<file path="src/rtl/psoc_audio_fifo.sv">
// psoc_audio_fifo: show-ahead stereo sample FIFO between the CPU/bus and the DAC.
//   clk, rst_n        : clock, synchronous active-low reset
//   wr_data, wr_en    : 48-bit sample in ([23:0] left, [47:24] right), write strobe
//   full              : level == DEPTH
//   rd_en             : DAC read strobe
//   fifo_data         : head entry, 48'h0 (silence) while empty
//   empty, level      : level == 0, current fill level
//   irq               : registered refill request, (level <= IRQ_LEVEL) one cycle late
//   underrun          : sticky, set by a read while empty; cleared by clr_underrun
//   underrun_cnt      : saturating underrun event counter, present only when
//                       PSOC_AUDIO_FIFO_UNDERRUN_CNT_EN is defined
module psoc_audio_fifo #(
    parameter int unsigned DEPTH     = 16,
    parameter int unsigned IRQ_LEVEL = 4
) (
    input  logic                       clk,
    input  logic                       rst_n,
    input  logic [47:0]                wr_data,
    input  logic                       wr_en,
    output logic                       full,
    input  logic                       rd_en,
    output logic [47:0]                fifo_data,
    output logic                       empty,
    output logic [$clog2(DEPTH):0]     level,
    output logic                       irq,
    output logic                       underrun,
    input  logic                       clr_underrun
`ifdef PSOC_AUDIO_FIFO_UNDERRUN_CNT_EN
    ,
    output logic [15:0]                underrun_cnt
`endif
);

    localparam int unsigned PW = $clog2(DEPTH);
    localparam int unsigned LW = PW + 1;
    localparam int unsigned DW = 48;

    logic [DW-1:0] mem_q [DEPTH];
    logic [PW-1:0] wr_ptr_q, wr_ptr_d;
    logic [PW-1:0] rd_ptr_q, rd_ptr_d;
    logic [LW-1:0] level_q, level_d;
    logic          irq_q, irq_d;
    logic          underrun_q, underrun_d;
    logic          wr_ok, rd_ok, rd_empty;

    // Flags decode straight from the level register, never from the strobes.
    assign full      = (level_q == LW'(DEPTH));
    assign empty     = (level_q == '0);
    assign level     = level_q;
    assign irq       = irq_q;
    assign underrun  = underrun_q;
    assign fifo_data = empty ? '0 : mem_q[rd_ptr_q];

    // Next-state: when full, a write is still taken if a read frees a slot in the same cycle.
    always_comb begin
        wr_ok      = wr_en && (!full || rd_en);
        rd_ok      = rd_en && !empty;
        rd_empty   = rd_en && empty;
        wr_ptr_d   = wr_ptr_q;
        rd_ptr_d   = rd_ptr_q;
        level_d    = level_q + LW'(wr_ok) - LW'(rd_ok);
        irq_d      = (level_q <= LW'(IRQ_LEVEL));
        underrun_d = underrun_q;
        if (wr_ok) begin
            wr_ptr_d = wr_ptr_q + PW'(1);
        end
        if (rd_ok) begin
            rd_ptr_d = rd_ptr_q + PW'(1);
        end
        if (clr_underrun) begin
            underrun_d = 1'b0;
        end else if (rd_empty) begin
            underrun_d = 1'b1;
        end
    end

    // Control state register.
    always_ff @(posedge clk) begin
        if (!rst_n) begin
            wr_ptr_q   <= '0;
            rd_ptr_q   <= '0;
            level_q    <= '0;
            irq_q      <= 1'b1;
            underrun_q <= 1'b0;
        end else begin
            wr_ptr_q   <= wr_ptr_d;
            rd_ptr_q   <= rd_ptr_d;
            level_q    <= level_d;
            irq_q      <= irq_d;
            underrun_q <= underrun_d;
        end
    end

    // Sample storage, intentionally not reset.
    always_ff @(posedge clk) begin
        if (rst_n && wr_ok) begin
            mem_q[wr_ptr_q] <= wr_data;
        end
    end

`ifdef PSOC_AUDIO_FIFO_UNDERRUN_CNT_EN
    logic [15:0] cnt_q, cnt_d;

    // Saturating underrun counter; clear beats increment.
    always_comb begin
        cnt_d = cnt_q;
        if (clr_underrun) begin
            cnt_d = '0;
        end else if (rd_empty && (cnt_q != 16'hFFFF)) begin
            cnt_d = cnt_q + 16'd1;
        end
    end

    always_ff @(posedge clk) begin
        if (!rst_n) begin
            cnt_q <= '0;
        end else begin
            cnt_q <= cnt_d;
        end
    end

    assign underrun_cnt = cnt_q;
`endif

endmodule

</file>
<file path="config.mk">
export PLATFORM = sky130hd
export DESIGN_NAME = psoc_audio_fifo
export DESIGN_NICKNAME = d
export VERILOG_FILES = /design/src/rtl/psoc_audio_fifo.sv
export SDC_FILE = /design/constraint.sdc
export NUM_CORES = 1
export LEC_CHECK = 0
export CORE_MARGIN = 2
export CORE_UTILIZATION = 35
export DETAILED_ROUTE_END_ITERATION = 10
export DONT_BUFFER_PORTS = 1
export GPL_ROUTABILITY_DRIVEN = 1
export PLACE_DENSITY_LB_ADDON = 0.3
export SYNTH_ARGS = -nofsm -noshare
export SYNTH_HDL_FRONTEND = slang
export SYNTH_SLANG_ARGS = --single-unit
export TNS_END_PERCENT = 1
</file>
<file path="constraint.sdc">
create_clock -name clk -period 4.2 [get_ports clk]
set_clock_uncertainty 0.05 [all_clocks]
set_input_delay 0.63 -clock clk [delete_from_list [all_inputs] [get_ports clk]]
set_output_delay 0.63 -clock clk [all_outputs]
set_load 0.005 [all_outputs]
</file>
==> flow_metrics.env <==
export IMPL_rsz0062_at_grt="no"
export IMPL_synth_net_count=1329
export IMPL_hold_viol_final=0
export IMPL_clk_pin_slew_worst_paths_ps=60
export IMPL_nFillCells=7359
export IMPL_clk_path_buf_depth=3
export IMPL_yosysWarnings=0
export IMPL_slowest_stage="nor2_4"
export IMPL_antenna_found_initial=0
export IMPL_cts_tree="built"
export IMPL_fin_cells=2529
export IMPL_grt_overflow_total=0
export IMPL_yosysTopAreaCellShare=0.776
export IMPL_switching_power_mw=4.78
export IMPL_critPathBufInv=2
export IMPL_critPathTopFamily="simple AND/OR/NAND/NOR gates"
export IMPL_path_cells="inv_1 > ha_1 > or4b_1 > nand2_1 > nor2_4 > buf_4 > a221o_1"
export IMPL_yosysMostFrequentCell="edfxtp_1"
export IMPL_power_sequential_fraction=0.466
export IMPL_slew_headroom=0.327
export IMPL_vias_per_cell=5.23
export IMPL_dr_total_vias=13200
export IMPL_rows=106
export IMPL_p_leak_nw=10.4
export IMPL_cp_start_kind="register"
export IMPL_ys_seq_area_frac=0.788
export IMPL_grt_pass1_vias=14300
export IMPL_ys_ff_latch=787
export IMPL_drive_above_1_share=0.267
export IMPL_yosys_top_cells_area="edfxtp_1 (78%), mux4_2 (15%), dfxtp_1 (1.3%), a221o_1 (1.1%), a22o_1 (1.0%)"
export IMPL_ios=110
export IMPL_hpwl_um=36300
export IMPL_cp_required_ps=3520
export IMPL_tightest_slew_ps=1010
export IMPL_status="completed"
export IMPL_cts_root_buffer="clkbuf_16"
export IMPL_clock_latency_ps=620
export IMPL_start_util=0.355
export IMPL_hp_class="input port to register"
export IMPL_grt_pass1_wl_um=99300
export IMPL_ys_types=42
export IMPL_critPathCaptureType="output pin"
export IMPL_cp_max_fo=14
export IMPL_ir_drop_mv=0.301
export IMPL_p_clk_frac=0.361
export IMPL_internal_power_mw=14.4
export IMPL_synthToLayoutAreaGrowth_pct=14.9
export IMPL_die_area_um2=87300
export IMPL_avgSynthCellArea_um2=23.6
export IMPL_powerDensity_nw_per_um2=561
export IMPL_dpl_cell_count=2374
export IMPL_syn_inst=1262
export IMPL_setup_violations_final=0
export IMPL_final_cell_area_um2=34200
export IMPL_synth_area_um2=29700
export IMPL_drt_pass1_iterations=4
export IMPL_routabilityCongestion=0.701
export IMPL_drt_iter0_markers=1076
export IMPL_power_frac_comb=0.173
export IMPL_ys_flop_type="edfxtp_1"
export IMPL_cts_made_buffers=83
export IMPL_avgRoutedWirePerCell_um=26.8
export IMPL_diodes=0
export IMPL_placed_area_um2=31600
export IMPL_grt_start_max_net_pins=54
export IMPL_slew_viol_final=0
export IMPL_yosys_area_top_type="edfxtp_1"
export IMPL_core_area_um2=83800
export IMPL_synth_async_reset_ratio=0
export IMPL_wirelength_um=67800
export IMPL_synth_common_cells="edfxtp_1 (768), mux4_2 (192), a221o_1 (34), a22o_1 (34)"
export IMPL_fp_dieW_um=295
export IMPL_period_minus_slack_ps=3910
export IMPL_grt_usage=0.158
export IMPL_max_freq_mhz=256
export IMPL_cp_arrival_ps=3230
export IMPL_die_h_um=295
export IMPL_regArea_um2=23500
export IMPL_multiInputGateArea_um2=6010
export IMPL_fin_nets=1397
export IMPL_tns_ps=0
export IMPL_fin_crit_sh=0.931
export IMPL_slowest_delay_ps=680
export IMPL_synth_edf_count=768
export IMPL_critical_path_class="register to output pin"
export IMPL_power_switching_share=0.250
export IMPL_clock_sinks=787
export IMPL_postRouteAntennaNets=0
export IMPL_cts_htree_levels=3
export IMPL_max_cap_violations=0
export IMPL_portBuffers=0
export IMPL_drc=0
## stage by stage
step / utilization / hold WS [ps] / setup slack, ps / total power [mW]
floorplan: - / 411 / 545 / 11.5
global placement: 0.377 / 424 / 938 / 12.5
detailed placement: 0.377 / 440 / 890 / 12.5
CTS: 0.408 / 0.203 / 204 / 19.5
global route: 0.408 / 4.55 / 86.6 / 19.9
finish: 0.408 / 40.5 / 290 / 19.2
## placed cells by master, fill, tap and decap left out, types with 2 or more instances in the layout
cell type      instances
dfxtp_1               16
a21oi_1                6
edfxtp_1             768
clkinv_2              13
mux2i_1                2
buf_12                24
clkinv_1              21
dlygate4sd3_1          5
mux4_2               192
clkbuf_16             85
xnor2_1                2
or2_2                  2
a22oi_1               27
clkbuf_1              20
buf_4                 18
nand2b_1               2
nor3b_2                2
clkinv_4               2
inv_6                  2
clkinvlp_4             2
bufinv_16              4
dfxtp_4                3
inv_16                 2
a221o_1               34
nand2_1               24
nand3_1                4
a22o_1                34
and3_1                 2
ha_1                  13
inv_1                 14
xor2_1                 5
nor2_1                10
nor2_4                17
## registers in the layout (all words and copies together), names as in the netlist, named ones only
| register | count |
|---|---|
| level | 5 |
| underrun | 1 |
| rd_ptr_q | 4 |
| wr_ptr_q | 4 |
| mem_q | 768 |
| irq | 1 |
## layout make-up
class / count / area share
timing repair buffer: 47 / 0.0195
multi-input combinational: 396 / 0.176
clock inverter: 45 / 0.0101
sequential: 787 / 0.687
inverter: 15 / 0.00179
tap: 1134 / 0.0415
clock buffer: 105 / 0.0645
## worst paths after layout
| check | startpoint | endpoint | slack [ps] | cells past startpoint |
|---|---|---|---|---|
| max | level[2] | fifo_data[37] | 290 | 7 |
| min | wr_data[17] | mem_q[10][17] | 40 | 0 |
| max reg2reg | level[3] | level[4] | 930 | 14 |
| min reg2reg | rd_ptr_q[1] | register | 450 | 2 |
## per-layer routing
metal  track usage  wire length (um)  vias up
li1              -                 -     5567
met1         0.207             28800     7275
met2         0.268             34300      286
met3        0.0301              3290       94
met4        0.0456              1350        0
met5             0                 0        -
## power by group through the flow
| stage | clock, mW | combinational (mW) | sequential, mW |
|---|---|---|---|
| after floorplan | 0 | 2.54 | 8.96 |
| after global placement | 0 | 3.42 | 9.10 |
| after detailed placement | 0 | 3.41 | 9.11 |
| after CTS | 7.07 | 3.43 | 8.94 |
| after global routing | 7.39 | 3.59 | 8.96 |
| final | 6.91 | 3.31 | 8.93 |
## cell families (layout without fill, tap and decap cells)
kind of cell / Yosys count / after routing / share of synthesized area
adder cells (fa/ha/maj): 14 / 14 / 0.00614
AO/OA/AOI/OAI: 107 / 107 / 0.0308
buffers and inverters: 79 / 212 / 0.0143
multiplexers: 194 / 194 / 0.146
XOR/XNOR: 7 / 7 / 0.00206
flip-flops: 787 / 787 / 0.788
AND/OR/NAND/NOR: 74 / 74 / 0.0122
## timing repair
| item | in CTS | in global routing |
|---|---|---|
| hold buffers | 5 | 0 |
| hold endpoints to repair | 14 | 0 |
| setup buffers | 0 | 0 |
| setup endpoints to repair | 0 | 0 |
| resized for setup | 0 | 0 |
Power figures use the tool's default switching activity.
